**src/rtl/up_sample_nn_ctrl_if.sv**
```systemverilog
// Bundles the start/stall handshake, the read port toward the input stencil
// buffer and the write port toward the nearest-neighbor stencil buffer.
// The controller takes the master side; the surrounding fabric takes the slave side.
interface up_sample_nn_ctrl_if #(
    parameter int CTRL_W = 16
);
    // frame handshake
    logic                   start;
    logic                   stall;
    logic                   busy;
    logic                   done;

    // read side (hw_input_stencil_ub)
    logic                   nn_read_ren;
    logic [2:0][CTRL_W-1:0] nn_read_ctrl_vars;
    logic [CTRL_W-1:0]      nn_read_data;

    // write side (nearest_neighbor_stencil_ub)
    logic                   nn_write_wen;
    logic [2:0][CTRL_W-1:0] nn_write_ctrl_vars;
    logic [CTRL_W-1:0]      nn_write_data;

    modport master (
        input  start,
        input  stall,
        output busy,
        output done,
        output nn_read_ren,
        output nn_read_ctrl_vars,
        input  nn_read_data,
        output nn_write_wen,
        output nn_write_ctrl_vars,
        output nn_write_data
    );

    modport slave (
        output start,
        output stall,
        input  busy,
        input  done,
        input  nn_read_ren,
        input  nn_read_ctrl_vars,
        output nn_read_data,
        input  nn_write_wen,
        input  nn_write_ctrl_vars,
        input  nn_write_data
    );
endinterface

```
**src/rtl/up_sample_nn_ctrl.sv**
```systemverilog
// Scheduler for the nearest-neighbor up-sample compute.
// Walks the OUT_H x OUT_W output domain in row-major order, issuing one read
// per unstalled cycle to the input stencil buffer (which applies the >>SHIFT
// itself), then writes the returned pixel to the output stencil buffer one
// cycle later at the same coordinates. One full frame per accepted start.
module up_sample_nn_ctrl #(
    parameter int OUT_W  = 128,
    parameter int OUT_H  = 128,
    parameter int CTRL_W = 16
) (
    input  logic                  clk,
    input  logic                  flush,
    up_sample_nn_ctrl_if.master   bus
);

    typedef enum logic [1:0] {
        IDLE  = 2'd0,
        RUN   = 2'd1,
        DRAIN = 2'd2,
        DONE  = 2'd3
    } state_e;

    localparam logic [CTRL_W-1:0] X_LAST = CTRL_W'(OUT_W - 1);
    localparam logic [CTRL_W-1:0] Y_LAST = CTRL_W'(OUT_H - 1);
    localparam logic [CTRL_W-1:0] ONE    = CTRL_W'(1);

    state_e            state_q, state_d;
    logic [CTRL_W-1:0] x_q, x_d;
    logic [CTRL_W-1:0] y_q, y_d;

    // write-side pipeline: one-stage copy of the issued read
    logic              wen_q;
    logic [CTRL_W-1:0] wx_q;
    logic [CTRL_W-1:0] wy_q;

    logic              issue;
    logic              at_x_last;
    logic              at_y_last;

    // a read goes out whenever we are walking the frame and not held back;
    // flush blocks it so nothing new enters the pipe in a flush cycle
    assign issue     = (state_q == RUN) && !bus.stall && !flush;
    assign at_x_last = (x_q == X_LAST);
    assign at_y_last = (y_q == Y_LAST);

    // State register: flush returns the walker to IDLE
    // NOTE: every clocked process uses non-blocking (<=) so all registers
    // update from the same pre-edge values; blocking here would create
    // order-dependent races between always_ff blocks.
    always_ff @(posedge clk) begin
        if (flush) begin
            state_q <= IDLE;
        end else begin
            state_q <= state_d;
        end
    end

    // Next-state logic for the frame walker
    // NOTE: state_d gets a default before the case so every path assigns it;
    // a missing default in always_comb would infer a latch.
    always_comb begin
        state_d = state_q;
        unique case (state_q)
            IDLE: begin
                if (bus.start) begin
                    state_d = RUN;
                end
            end
            RUN: begin
                if (!bus.stall && at_x_last && at_y_last) begin
                    state_d = DRAIN;
                end
            end
            DRAIN: begin
                state_d = DONE;
            end
            DONE: begin
                state_d = IDLE;
            end
            default: begin
                state_d = IDLE;
            end
        endcase
    end

    // Output decode: status flags and read request come straight from state
    always_comb begin
        bus.busy              = 1'b0;
        bus.done              = 1'b0;
        bus.nn_read_ren       = 1'b0;
        bus.nn_read_ctrl_vars = {x_q, y_q, {CTRL_W{1'b0}}};
        if (!flush) begin
            bus.busy        = (state_q == RUN) || (state_q == DRAIN);
            bus.done        = (state_q == DONE);
            bus.nn_read_ren = issue;
        end
    end

    // Coordinate counters: x steps every issued read, y steps on x wrap,
    // both return to 0 after the last pixel and stay at 0 outside RUN
    always_comb begin
        x_d = x_q;
        y_d = y_q;
        if (state_q != RUN) begin
            x_d = '0;
            y_d = '0;
        end else if (issue) begin
            if (at_x_last) begin
                x_d = '0;
                y_d = at_y_last ? '0 : (y_q + ONE);
            end else begin
                x_d = x_q + ONE;
            end
        end
    end

    // Counter registers
    always_ff @(posedge clk) begin
        if (flush) begin
            x_q <= '0;
            y_q <= '0;
        end else begin
            x_q <= x_d;
            y_q <= y_d;
        end
    end

    // Write pipeline: mirror the issued read one cycle later; the captured
    // coordinates hold while no write is pending, and flush drops the
    // in-flight read so it never turns into a write
    always_ff @(posedge clk) begin
        if (flush) begin
            wen_q <= 1'b0;
            wx_q  <= '0;
            wy_q  <= '0;
        end else begin
            wen_q <= issue;
            if (issue) begin
                wx_q <= x_q;
                wy_q <= y_q;
            end
        end
    end

    // Write port: data is the buffer's registered read data passed straight through
    always_comb begin
        bus.nn_write_wen       = wen_q && !flush;
        bus.nn_write_ctrl_vars = {wx_q, wy_q, {CTRL_W{1'b0}}};
        bus.nn_write_data      = bus.nn_read_data;
    end

endmodule

```
**src/flat_wrapper.sv**
```systemverilog
// flat-port wrapper written by rule: the top's interface ports become plain ports
module up_sample_nn_ctrl_flat 
#(
    parameter int OUT_W  = 128,
    parameter int OUT_H  = 128,
    parameter int CTRL_W = 16
)
  (clk, flush, bus_start, bus_stall, bus_busy, bus_done, bus_nn_read_ren, bus_nn_read_ctrl_vars, bus_nn_read_data, bus_nn_write_wen, bus_nn_write_ctrl_vars, bus_nn_write_data);
  up_sample_nn_ctrl_if #(.CTRL_W(CTRL_W)) bus_i ();
  input  logic clk;
  input  logic flush;
  input wire logic [$bits(bus_i.start)-1:0] bus_start;
  input wire logic [$bits(bus_i.stall)-1:0] bus_stall;
  output wire logic [$bits(bus_i.busy)-1:0] bus_busy;
  output wire logic [$bits(bus_i.done)-1:0] bus_done;
  output wire logic [$bits(bus_i.nn_read_ren)-1:0] bus_nn_read_ren;
  output wire logic [$bits(bus_i.nn_read_ctrl_vars)-1:0] bus_nn_read_ctrl_vars;
  input wire logic [$bits(bus_i.nn_read_data)-1:0] bus_nn_read_data;
  output wire logic [$bits(bus_i.nn_write_wen)-1:0] bus_nn_write_wen;
  output wire logic [$bits(bus_i.nn_write_ctrl_vars)-1:0] bus_nn_write_ctrl_vars;
  output wire logic [$bits(bus_i.nn_write_data)-1:0] bus_nn_write_data;
  assign bus_i.start = bus_start;
  assign bus_i.stall = bus_stall;
  assign bus_busy = bus_i.busy;
  assign bus_done = bus_i.done;
  assign bus_nn_read_ren = bus_i.nn_read_ren;
  assign bus_nn_read_ctrl_vars = bus_i.nn_read_ctrl_vars;
  assign bus_i.nn_read_data = bus_nn_read_data;
  assign bus_nn_write_wen = bus_i.nn_write_wen;
  assign bus_nn_write_ctrl_vars = bus_i.nn_write_ctrl_vars;
  assign bus_nn_write_data = bus_i.nn_write_data;
  up_sample_nn_ctrl #(.OUT_W(OUT_W), .OUT_H(OUT_H), .CTRL_W(CTRL_W)) u_core (.clk(clk), .flush(flush), .bus(bus_i));
endmodule
```
**config.mk**
```make
export PLATFORM = sky130hd
export DESIGN_NAME = up_sample_nn_ctrl_flat
export DESIGN_NICKNAME = d
export VERILOG_FILES = /design/src/rtl/up_sample_nn_ctrl_if.sv /design/src/rtl/up_sample_nn_ctrl.sv /design/src/flat_wrapper.sv
export SDC_FILE = /design/constraint.sdc
export NUM_CORES = 1
export LEC_CHECK = 0
export ABC_CLOCK_PERIOD_IN_PS = 4560
export CAP_MARGIN = 20
export CELL_PAD_IN_SITES_DETAIL_PLACEMENT = 1
export CELL_PAD_IN_SITES_GLOBAL_PLACEMENT = 1
export CORE_MARGIN = 5
export CORE_UTILIZATION = 33
export CTS_CLUSTER_SIZE = 12
export DETAILED_ROUTE_END_ITERATION = 6
export PLACE_DENSITY_LB_ADDON = 0.1
export SLEW_MARGIN = 20
export SYNTH_ARGS = -nofsm -noshare
export SYNTH_HDL_FRONTEND = slang
export SYNTH_SLANG_ARGS = --single-unit
```
**constraint.sdc**
```tcl
create_clock -name clk -period 4.56 [get_ports clk]
set_input_delay 1.14 -clock clk [delete_from_list [all_inputs] [get_ports clk]]
set_output_delay 1.14 -clock clk [all_outputs]
set_load 0.005 [all_outputs]
```
== Yosys cells after proc, flatten, opt, wreduce, memory -nomap -nowiden ==
Cells that the tools add are included.
Storage, ports and cells
  register bits: 67
  input bits: 20
  output and inout port bits: 116
  word-level logic and storage cells: 36
Cells by class
  add/sub/neg operators: 2
  equal/unequal tests: 8
  muxes and demuxes: 8
  reductions and logical operators: 12
Operators with widths (number)
  16-bit by 1-bit adder with 16-bit output, second input constant: 2
  16-bit by 7-bit == test with 1-bit output, second input constant: 2
  16-bit 2-to-1 mux: 2
  2-bit one-hot mux with 4 select lines: 1
  1-bit logical AND: 5
  2-bit == test, second input constant: 2
  2-bit 2-to-1 mux: 2
  2-bit != test, second input constant: 2
  2-bit AND reduction: 2
  1-bit 2-to-1 mux: 3
  2-bit by 1-bit == test with 1-bit output, second input constant: 1
  1-bit logical NOT: 2
  2-bit logical NOT: 1
  2-bit by 1-bit != test with 1-bit output, second input constant: 1
  2-bit OR reduction: 1
  1-bit logical OR: 1

== Longest topological paths before layout ==
Gate-level depths: netlist of the first run.
  depth after elaboration: 5
  depth in mapped cells: 10
  depth with buffers taken out: 9

== Least setup slack after synthesis of the first run ==
Ideal clock, no wire load.
  kind: input to output
  start point: input port flush
  end point: output port bus_nn_read_ren
  arrival time: 2.029 ns
  required time: 3.420 ns
  path slack: 1.391 ns
  stages on the path: 5
  buffers on the path: 2
  cells stage by stage: and2b_1 nand2b_2 inv_2 buf_4 clkbuf_1
Between the ends
  word-level cells in the longest chain between the ends: 3
Ends and longest elaborated chain
  from (decl): line flat_wrapper.sv:11  | input logic flush;
  1-bit logical NOT: line up_sample_nn_ctrl.sv:42  | assign issue = (state_q == RUN) && !bus.stall && !flush;
  1-bit logical AND: line up_sample_nn_ctrl.sv:42
  1-bit 2-to-1 mux *
  to (decl): line flat_wrapper.sv:16  | output wire logic [$bits(bus_i.nn_read_ren)-1:0] bus_nn_read_ren;
Every way passes the cells marked *; elsewhere a longest branch is shown, timed or not.

== Worst setup path in the final report of the first run ==
Same ends and word-level chain as after synthesis.

==> metrics, run 1 <==
outcome=completed; starting utilization of the core area=0.342; area fraction of the dominant cell type after synthesis=0.398; largest fanout on the critical path=14; overall die area=12,300 sq um; maximum clock rate=255 MHz; total placed cells including tap cells=567; dominant cell type by area after synthesis=dfxtp_1; CP cell instances=clkdlybuf4s50_1 > and2b_1 > nand2b_2 > inv_2 > clkdlybuf4s50_1; Clk network pwr share=0.375; Post-Place Worst Slack=0.601 ns; clock tree root buffer cell=clkbuf_8; share of final-layout standard cells stronger than drive strength 1=0.0756; Pleak=1.35 nW; Via Count=2,683; Critical Path Source Type=input pin; switching share of power=0.275; wire length the detailed router placed on met1=3870 um; mean instance size in the synthesized netlist=8.53 sq um; number of resized instances in the post-cts repair step=0; final-layout setup total negative slack=0 ns; final worst clock skew=0.00967 ns; Final period util=0.861; Die Span Y=111 um; Global Route Usage Sum=0.140; vias in the first global route=2,793; Worst-Skew Late Latency=0.34 ns; internal portion of total power=873 uW; final-report max-slew violation count=0; diode count=0; TritonRoute pass-1 iters=4; area growth from synthesis to final layout=22.1%; first-pass GRT wire length=14,400 um; Via-to-Cell Ratio=4.60; sequential cell area fraction in the yosys report=0.398; count of unique library cells instantiated by Yosys=42; routed length on met2=4260 um; netlist area before placement=3370 sq um; Clock Sinks=67; net total in the final layout=471; slew margin rel.=0.633; count of buffering cells on the critical path with inverters included=3; part of the total power dissipated in sequential elements=0.502; number of placement rows=36; top routing layer in use=met4; TritonCTS clock tree=yes; register bit total from synthesis=67; largest delay contributor family on the critical path=buffers and inverters; Post-DP HPWL=6230 um; routed len/inst=14.8 um; setup repair after global routing missed its margin=no; number of antenna violations at the first check in global routing=0; final setup violation count=0; Clock Path Buffers=2; maximum number of pins on one net before global-route repair=58; Synth area leaders=dfxtp_1 40%, buf_4 11%, nand2_1 5.9%; final antenna-violating net count=0; cell type of the slowest stage on the worst timing path=clkdlybuf4s50_1; H-tree Lvls=3; relative contribution of combinational cells to total power=0.122; WS Path Type=input pin to output pin; VDD IR-drop max=0.000143 V; proportion of synthesized flip-flops having asynchronous set or reset=0; DRC viols=0; count of buffers from port buffering=71; slew at the pin closest to its max-slew limit=0.551 ns; fin util=0.417; Crit. End Element=output pin; horizontal die dimension=111 um; count of synthesis-stage warnings from yosys=0; fin crit period=3.93 ns; buffers inserted by post-CTS timing repair=0; number of enable-type register cells in the synthesized netlist=0; drt total wl=8630 um; MaxCap Viol Count=0; type of the most critical hold path=flip-flop to flip-flop; total length of routed met3 wires=426 um; Psw=332 uW; number of fill cells=1,172; most common cell type on the critical path=clkdlybuf4s50_1; routability cong.=0.734; endpoints failing hold=0; required time of the critical path=3.42 ns; setup ws final=0.632 ns; count of boundary I/O pins=136; critical path's largest stage delay=0.51 ns; Critical Path AT=2.79 ns; total clock buffers created by CTS=9; power per cell area=293 nW/um^2; clock-pin slew on the worst setup and hold paths=0.07 ns; area of the core=9860 sq um; post-synthesis cell count=395; post-layout instance count excluding filler cells=583; starting DRC count in detailed routing=65; GR Overflow Total=0; number of hold buffers added after cts=0; Main synth FF type=dfxtp_1
[cells in the mapped netlist (all sizes together), types with 3 or more instances]
cell,instances
a21oi,13
and3,5
and4,3
buf,57
clkbuf,10
dfxtp,67
ha,6
inv,9
nand2,53
nand2b,23
nand3,16
nand3b,3
nand4,7
nor2,31
nor2b,3
nor3,7
nor4,14
o21ai,29
xnor2,19
xor2,6
[final cells by class]
class,count,area [sq um],area share
Inverter,9,33.8,0.00821
Sequential cell,67,1340,0.326
Timing Repair Buffer,75,741,0.180
Multi-Input combinational cell,283,1650,0.402
Tap cell,133,166,0.0404
Clock buffer,12,155,0.0377
Clock inverter,4,25.0,0.00608
[power by group through the flow]
| stage | clock [mW] | sequential [mW] | combinational (mW) |
|---|---|---|---|
| global placement | 0 | 0.618 | 0.147 |
| detailed placement | 0 | 0.619 | 0.151 |
| finish | 0.452 | 0.605 | 0.147 |
| global route | 0.497 | 0.606 | 0.166 |
| floorplan | 0 | 0.616 | 0.131 |
| CTS | 0.475 | 0.605 | 0.151 |
[routing by layer]
layer  up-vias  GRT usage
met5         -          0
met3         6     0.0431
met4         0     0.0462
li1       1338          -
met1      1272      0.167
met2        67      0.240
[flip-flops by register name, summed over array words and instances (netlist names)]
register / flops
u_core.state_q: 2
u_core.wen_q: 1
u_core.wx_q: 16
u_core.wy_q: 16
u_core.x_q: 16
u_core.y_q: 16
[cells in the final DEF, fill, tap and decap left out, types with 3 or more instances in the layout]
cell	synthesis	final
clkbuf_8	0	11
ha_1	6	6
xor2_1	6	6
nor3_1	7	7
nand3_1	15	15
nand2b_1	22	22
clkdlybuf4s50_1	0	71
o21ai_1	4	4
nor2b_1	3	3
nand3b_1	3	3
a21oi_1	13	13
inv_1	8	8
nand2_1	53	53
xnor2_1	19	19
nor2_1	31	31
nor4_2	7	7
and3_1	5	5
dfxtp_1	67	67
nand4_1	6	6
and4_1	3	3
o21ai_0	25	25
conb_1	1	32
nor4_1	5	5
buf_4	50	4
[path summary, 6_finish.rpt]
| kind | from | endpoint | slack, ns | cells after the start |
|---|---|---|---|---|
| hold / removal | u_core.wx_q[1] | u_core.wx_q[1] | 0.46 | 2 |
| setup / recovery | flush | bus_nn_read_ren | 0.63 | 5 |
| hold reg to reg | u_core.wx_q[1] | u_core.wx_q[1] | 0.46 | 2 |
| setup reg to reg | u_core.state_q[1] | u_core.y_q[11] | 1.72 | 10 |
[logic make-up (layout without fill, tap and decap cells)]
logic type / Yosys count / in the layout / synth area share
simple gates: 174 / 174 / 0.294
buf+inv: 76 / 100 / 0.146
flops: 67 / 67 / 0.398
compound gates: 45 / 45 / 0.0702
xor+xnor: 25 / 25 / 0.0650
fa+ha+maj: 6 / 6 / 0.0223
other cells: 1 / 32 / 0.00111
mux: 1 / 1 / 0.00334
[per-stage QoR]
stage | cell area [sq um] | power, mW | hold slack, ns
after detailed placement | 3940 | 0.770 | 0.452
after global routing | 4120 | 1.27 | 0.489
after global placement | 3940 | 0.765 | 0.454
final | 4120 | 1.20 | 0.462
after CTS | 4120 | 1.23 | 0.464
after floorplan | 3490 | 0.747 | 0.453
[worst reg2reg max path: stages, from the launching register on]
cell and delay (ns):
dfxtp_1 0.33, inv_1 0.10, ha_1 0.20, and2b_1 0.26, nand2b_2 0.25, inv_2 0.13, buf_4 0.45, nand3_4 0.38
nor4_1 0.41, xnor2_1 0.16, nor2_1 0.05
Power figures use the tool's default switching activity.
==> inputs of run 2 (changes only) <==
- HOLD_SLACK_MARGIN: default -> 0.15
==> results of run 2 <==
The final DEF is identical to that of run 1; final timing and power are the same.
